==> config.mk <==
export PLATFORM = sky130hd
export DESIGN_NAME = adder_accum_flat
export DESIGN_NICKNAME = d
export VERILOG_FILES = /design/src/rtl/adder_accum_if.sv /design/src/rtl/adder_accum.sv /design/src/flat_wrapper.sv
export SDC_FILE = /design/constraint.sdc
export NUM_CORES = 1
export LEC_CHECK = 0
export CAP_MARGIN = 15
export CORE_ASPECT_RATIO = 2
export CORE_MARGIN = 1
export CORE_UTILIZATION = 51
export DETAILED_ROUTE_END_ITERATION = 16
export PLACE_DENSITY = 0.79
export SYNTH_ARGS = -nofsm -noshare
export SYNTH_HDL_FRONTEND = slang
export SYNTH_SLANG_ARGS = --single-unit
==> constraint.sdc <==
create_clock -name i_clk -period 2.8 [get_ports i_clk]
set_clock_uncertainty 0.05 [all_clocks]
set_input_delay 0.56 -clock i_clk [delete_from_list [all_inputs] [get_ports i_clk]]
set_output_delay 0.56 -clock i_clk [all_outputs]
set_load 0.005 [all_outputs]
==> src/rtl/adder_accum_if.sv <==
// adder_accum_if: sample input, frame-sum output handshake and overrun control for adder_accum.
//   i_valid/i_C      sample strobe and unsigned sample (g_data_width+1 bits)
//   i_ready          downstream accepts o_sum this cycle
//   i_clr_overrun    clears the sticky overrun flag
//   o_valid/o_sum    held frame sum awaiting acceptance (g_acc_width bits)
//   o_overrun        sticky: a completed frame was dropped
//   o_sat            frame sum was clamped (saturating build only)
interface adder_accum_if #(
    parameter int g_data_width = 8,
    parameter int g_acc_width  = 11
);
    logic                    i_valid;
    logic [g_data_width:0]   i_C;
    logic                    i_ready;
    logic                    i_clr_overrun;
    logic                    o_valid;
    logic [g_acc_width-1:0]  o_sum;
    logic                    o_overrun;
    logic                    o_sat;
    modport master(output i_valid, i_C, i_ready, i_clr_overrun, input o_valid, o_sum, o_overrun, o_sat);
    modport slave(input i_valid, i_C, i_ready, i_clr_overrun, output o_valid, o_sum, o_overrun, o_sat);
endinterface

==> src/rtl/adder_accum.sv <==
// adder_accum: sums g_frame_len valid samples per frame into a single-entry valid/ready holding register.
//   i_clk  clock, rising edge
//   i_rst  asynchronous active-high reset
//   bus    adder_accum_if.slave (sample in, frame sum out, overrun/sat flags)
//   Define ACCUM_SAT_EN for saturating adds with o_sat; otherwise adds wrap and o_sat is 0.
module adder_accum #(
    parameter int g_data_width = 8,
    parameter int g_frame_len  = 4,
    parameter int g_acc_width  = 11
) (
    input logic          i_clk,
    input logic          i_rst,
    adder_accum_if.slave bus
);
    localparam int CW = g_frame_len > 1 ? $clog2(g_frame_len) : 1;
    logic [g_acc_width-1:0] acc, add_res, sum_q;
    logic [CW-1:0]          cnt;
    logic                   frame_end, load, drop, valid_q, overrun_q;
    assign frame_end = bus.i_valid && cnt == CW'(g_frame_len - 1);
    // the slot can take a new sum when empty or being emptied this cycle
    assign load      = frame_end && (!valid_q || bus.i_ready);
    assign drop      = frame_end && valid_q && !bus.i_ready;
`ifdef ACCUM_SAT_EN
    localparam int SW = (g_acc_width > g_data_width + 1 ? g_acc_width : g_data_width + 1) + 1;
    logic [SW-1:0] sum_full;
    logic          ovf, sat_acc, sat_q;
    always_comb begin
        sum_full = SW'(acc) + SW'(bus.i_C);
        ovf      = |sum_full[SW-1:g_acc_width];
        add_res  = ovf ? '1 : sum_full[g_acc_width-1:0];
    end
    // sat_acc remembers a clamp earlier in the frame; cleared at frame end so each frame starts clean
    always_ff @(posedge i_clk or posedge i_rst) begin
        if (i_rst) begin
            sat_acc <= 1'b0;
            sat_q   <= 1'b0;
        end else begin
            sat_acc <= bus.i_valid ? (frame_end ? 1'b0 : sat_acc | ovf) : sat_acc;
            sat_q   <= load ? sat_acc | ovf : sat_q;
        end
    end
    assign bus.o_sat = sat_q;
`else
    assign add_res   = acc + g_acc_width'(bus.i_C);
    assign bus.o_sat = 1'b0;
`endif
    always_ff @(posedge i_clk or posedge i_rst) begin
        if (i_rst) begin
            acc       <= '0;
            cnt       <= '0;
            sum_q     <= '0;
            valid_q   <= 1'b0;
            overrun_q <= 1'b0;
        end else begin
            if (bus.i_valid) begin
                acc <= frame_end ? '0 : add_res;
                cnt <= frame_end ? '0 : cnt + 1'b1;
            end
            sum_q     <= load ? add_res : sum_q;
            valid_q   <= load ? 1'b1 : (valid_q && bus.i_ready ? 1'b0 : valid_q);
            // a drop in the same cycle as a clear leaves the flag set
            overrun_q <= drop || (overrun_q && !bus.i_clr_overrun);
        end
    end
    assign bus.o_valid   = valid_q;
    assign bus.o_sum     = sum_q;
    assign bus.o_overrun = overrun_q;
endmodule

==> src/flat_wrapper.sv <==
// flat-port wrapper written by rule: the top's interface ports become plain ports
module adder_accum_flat 
#(
    parameter int g_data_width = 8,
    parameter int g_frame_len  = 4,
    parameter int g_acc_width  = 11
)
  (i_clk, i_rst, bus_i_valid, bus_i_C, bus_i_ready, bus_i_clr_overrun, bus_o_valid, bus_o_sum, bus_o_overrun, bus_o_sat);
  adder_accum_if #(.g_data_width(g_data_width), .g_acc_width(g_acc_width)) bus_i ();
  input logic i_clk;
  input logic i_rst;
  input wire logic [$bits(bus_i.i_valid)-1:0] bus_i_valid;
  input wire logic [$bits(bus_i.i_C)-1:0] bus_i_C;
  input wire logic [$bits(bus_i.i_ready)-1:0] bus_i_ready;
  input wire logic [$bits(bus_i.i_clr_overrun)-1:0] bus_i_clr_overrun;
  output wire logic [$bits(bus_i.o_valid)-1:0] bus_o_valid;
  output wire logic [$bits(bus_i.o_sum)-1:0] bus_o_sum;
  output wire logic [$bits(bus_i.o_overrun)-1:0] bus_o_overrun;
  output wire logic [$bits(bus_i.o_sat)-1:0] bus_o_sat;
  assign bus_i.i_valid = bus_i_valid;
  assign bus_i.i_C = bus_i_C;
  assign bus_i.i_ready = bus_i_ready;
  assign bus_i.i_clr_overrun = bus_i_clr_overrun;
  assign bus_o_valid = bus_i.o_valid;
  assign bus_o_sum = bus_i.o_sum;
  assign bus_o_overrun = bus_i.o_overrun;
  assign bus_o_sat = bus_i.o_sat;
  adder_accum #(.g_data_width(g_data_width), .g_frame_len(g_frame_len), .g_acc_width(g_acc_width)) u_core (.i_clk(i_clk), .i_rst(i_rst), .bus(bus_i));
endmodule
==> After elaboration in Yosys (flattened, before gate mapping) <==
Index checks and enable logic that the tools add are counted.
{ "word_totals": {"word_cells": 24, "inputBits": 14, "regBits": 26, "out_inout_bits": 14} }
{ "classes": {"reduce_logical": 12, "eq_ne": 1, "add_sub_neg": 2, "mux": 4} }
{ "op_table": {"columns": ["op", "n"], "rows": [
  ["adder 11 x 9 -> 11 bit", 1],
  ["two-way mux 11 bit", 1],
  ["logical AND 1 bit", 6],
  ["zero test 1 bit", 3],
  ["adder 2 x 1 -> 2 bit, second input constant", 1],
  ["== test 2 bit, second input constant", 1],
  ["logical OR 1 bit", 2],
  ["two-way mux 1 bit", 2],
  ["two-way mux 2 bit", 1],
  ["nonzero test 2 bit", 1]
]} }

==> Longest topological paths before layout <==
{ "logic_depth": {"depth_word": 5, "ltp_mapped": 8, "ltp_nobuf": 8} }

==> Least setup slack after synthesis <==
Ideal clock, no wire load.
{ "synth_path": {"path_kind": "input-to-reg", "from": "in bus_i_C[0]", "to": "reg u_core.sum_q[6] (netlist: u_core.bus.o_sum[6])", "cell_stages": 8, "n_path_buf": 0, "setup_ps": 125, "t_arrival_ps": 2054, "path_slack_ps": 572, "required_ps": 2625, "path_cell_list": "ha_1 inv_1 fa_1 nand2b_1 a21oi_2 a31oi_1 xnor2_1 mux2_2"} }
{ "synth_between": {"elab_chain_cells": 1} }
{ "synth_lines": {"columns": ["element", "line", "rtl"], "rows": [
  ["from (decl)", "flat_wrapper.sv:13", "input wire logic [$bits(bus_i.i_C)-1:0] bus_i_C;"],
  ["adder 11 x 9 -> 11 bit", "adder_accum.sv:44", "assign add_res = acc + g_acc_width'(bus.i_C);"],
  ["to (signal assigned)", "adder_accum.sv:59", "sum_q <= load ? add_res : sum_q;"],
  ["to (decl)", "adder_accum.sv:16", "logic [g_acc_width-1:0] acc, add_res, sum_q;"]
]} }
Every way passes these cells.
A chain may end at the register's enable or synchronous reset.

==> Final worst setup path <==
Ends and elaborated chain as after synthesis.

==> results.yml <==
synthesis:
  synth-edff-count: 0
  synth.yosys.warnings: 0
  netlist_top_cells_area: "dfrtp_1 46%, ha_1 8.8%, o2bb2ai_1 4.3%"
  synth_fp_nets: 160
  synth_top_flop_cell: "dfrtp_1"
  synthesis.area_um2: 1419
  post-synth-top-area-cell: "dfrtp_1"
  yosys_register_bits: 26
  ys_types: 38
  async_reset_ff_share_pct: 100.0
  synthesis.instances: 135
  synth_top_area_share_pct: 45.86
  synth.avg_cell_area_um2: 10.51
  synth_sequential_area_ratio_pct: 45.86
timing:
  grt_setup_unrepaired: "false"
  finalMaxSlewViolations: 0
  report.final.hold_viol_count: 0
  fin_crit_ns: 2.521
  setup_total_negative_slack_ns: 0
  clock.fmax_mhz: 396.7
  postLayoutSetupSlackWorst_ns: 0.2791
  hold_slack_ns: 0.4366
  setup_viol_count_final: 0
  fraction_of_the_cycle_the_final_worst_path_needs_pct: 90.03
cts:
  clock_latency_ns: 0.27
  ctsLongestPathBuffers: 2
  ctsHtreeMaxLevel: 1
  cts.sinks: 26
  holdBufCountCts: 0
  tritoncts_clock_tree: "yes"
  cts.clk_slew.worst_paths_ns: 0.08
  ctsRootBufferMaster: "clkbuf_8"
  cts.repair.resized: 0
  setup_repair_bufs_after_cts: 0
  cts-buffers-inserted: 3
cells_and_area:
  fin_area_um2: 1758
  mostFrequentLayoutCells: "26 x clkdlybuf4s50_1, 26 x dfrtp_1, 14 x nand2_1, 12 x o21ai_0, 10 x ha_1"
  layout.filler_cells: 218
  drive_gt1_share_pct: 11.59
  nNetsFinal: 191
  core_occupancy_in_the_finished_layout_pct: 67.55
  n_antenna_cell: 0
  number_of_standard_cells_in_the_final_layout_excluding_fillers: 192
  areaGrowthSynthToFinish_pct: 23.90
critical_path:
  critPathMaxFanout: 5
  path_buf_inv: 2
  cp_slowest_stage_delay_ns: 0.46
  critical-path-slowest-cell: "clkdlybuf4s50_1"
  endpoint_kind: "register"
  setup.worst_path.start_class: "input pin"
  path_class: "input pin to register"
  worst-endpoint-required_ns: 2.91
  cp_top_family: "adder cells"
  path_cells: "clkdlybuf4s50_1 > ha_1 > inv_1 > fa_1 > nand2b_1 > a21oi_2 > a31oi_1 > xnor2_1 > mux2_2"
  cp.arrival_ns: 2.63
drt:
  drc: 0
  wl_per_cell_um: 16.39
  viasPerCell: 5.901
  vias: 1133
  drt-initial-drc-count: 18
  routed_wire_length_mm: 3.146
  antenna_violating_nets_post_route: 0
  dr.pass1.iters: 4
place:
  dpl_cell_area_um2: 1717
  dpl.cell_count: 189
  routabilityCongestion: 0.8440
  preCtsSetupSlack_ns: -0.01555
  hpwl_mm: 2.415
  io_buffers: 26
floorplan:
  core-area_um2: 2603
  die_y_um: 76.59
  initial_core_util_pct: 54.52
  pin_count: 28
  std_cell_rows: 26
  die_x_um: 39.30
  die-area_um2: 3010
global_routing:
  globalRoute.totalOverflow: 0
  first_global_vias: 1171
  antenna_found_initial: 0
  grt_usage_pct: 24.36
  grt_pass1_wl_mm: 5.250
  pin_count_of_the_biggest_net_entering_global_routing: 27
hold_path:
  hold_class: "register to register"
pwr:
  irDropWorstVdd_uv: 492.6
  power_mw: 1.835
  power_density_nw_per_um2: 1044
  power.leakage_nw: 0.7854
run_status:
  status: "finished clean"
flow_run:
  maxCapViolations: 0
[power breakdown]
part | internal, mW | switching (mW) | leakage (nW)
sequential | 0.542 | 0.100 | 0.327
clock | 0.0965 | 0.112 | 0.0216
combinational | 0.496 | 0.489 | 0.437
[sequential cells by signal, summed over array words and instances, names as in the netlist]
name                  flops
u_core.acc               11
u_core.bus.o_overrun      1
u_core.bus.o_sum         11
u_core.bus.o_valid        1
u_core.cnt                2
[synthesized netlist by cell type (2+ instances only)]
cell type / instances
a211oi_1: 2
a21o_1: 3
a21oi_1: 5
a21oi_2: 3
a31oi_1: 2
dfrtp_1: 26
ha_1: 10
inv_1: 8
mux2_2: 4
nand2_1: 14
nand2b_1: 2
nor2_1: 4
o21ai_0: 12
o22ai_1: 2
o2bb2ai_1: 7
or3_1: 2
xnor2_1: 5
xor2_1: 4
[tightest hold or removal path: cells and delay by family, from the launching register on]
kind            cells  cell delay, ns
flops               1            0.35
simple gates        1            0.05
compound gates      1            0.05
[layout make-up]
cell class | count | area [um2] | area share, %
multi-input cells | 96 | 706.9 | 40.21
flip-flops and latches | 26 | 650.6 | 37.01
clock buffers | 3 | 41.29 | 2.349
repair buffers | 30 | 290.3 | 16.51
inverters | 9 | 33.78 | 1.922
well taps | 28 | 35.03 | 1.993
[metal layers]
metal	GRT usage (%)	share of wire (%)	vias up	routed length, um
li1	-	-	540	-
met1	26.50	37	546	1164
met2	42.33	57	36	1779
met3	2.915	3.5	11	110
met4	12.41	2.9	0	91
met5	0	0	-	0
[kinds of logic (layout without fill, tap and decap cells)]
| kind of cell | count (synthesis) | count (layout) | synth area share, % |
|---|---|---|---|
| mux | 5 | 5 | 3.880 |
| other cells | 1 | 1 | 0.2643 |
| flops | 26 | 26 | 45.86 |
| fa+ha+maj | 11 | 11 | 10.23 |
| xor+xnor | 9 | 9 | 5.555 |
| buf+inv | 13 | 42 | 4.320 |
| simple gates | 26 | 26 | 8.289 |
| compound gates | 44 | 44 | 21.60 |
[path summary, 6_finish.rpt]
check / slack (ns) / depth (start not counted) / end / startpoint
min: 0.44 / 2 / u_core.bus.o_sum[8]$_DFFE_PP0P_ / u_core.bus.o_sum[8]$_DFFE_PP0P_
max in group asynchronous: 1.85 / 3 / u_core.acc[5]$_DFFE_PP0P_ / i_rst
max: 0.28 / 9 / u_core.bus.o_sum[6]$_DFFE_PP0P_ / bus_i_C[0]
min reg2reg: 0.44 / 2 / u_core.bus.o_sum[8]$_DFFE_PP0P_ / u_core.bus.o_sum[8]$_DFFE_PP0P_
min in group asynchronous: 0.59 / 3 / u_core.bus.o_sum[9]$_DFFE_PP0P_ / i_rst
max reg2reg: 0.65 / 8 / u_core.bus.o_sum[6]$_DFFE_PP0P_ / u_core.acc[0]$_DFFE_PP0P_
(Power assumes the default switching activity.)
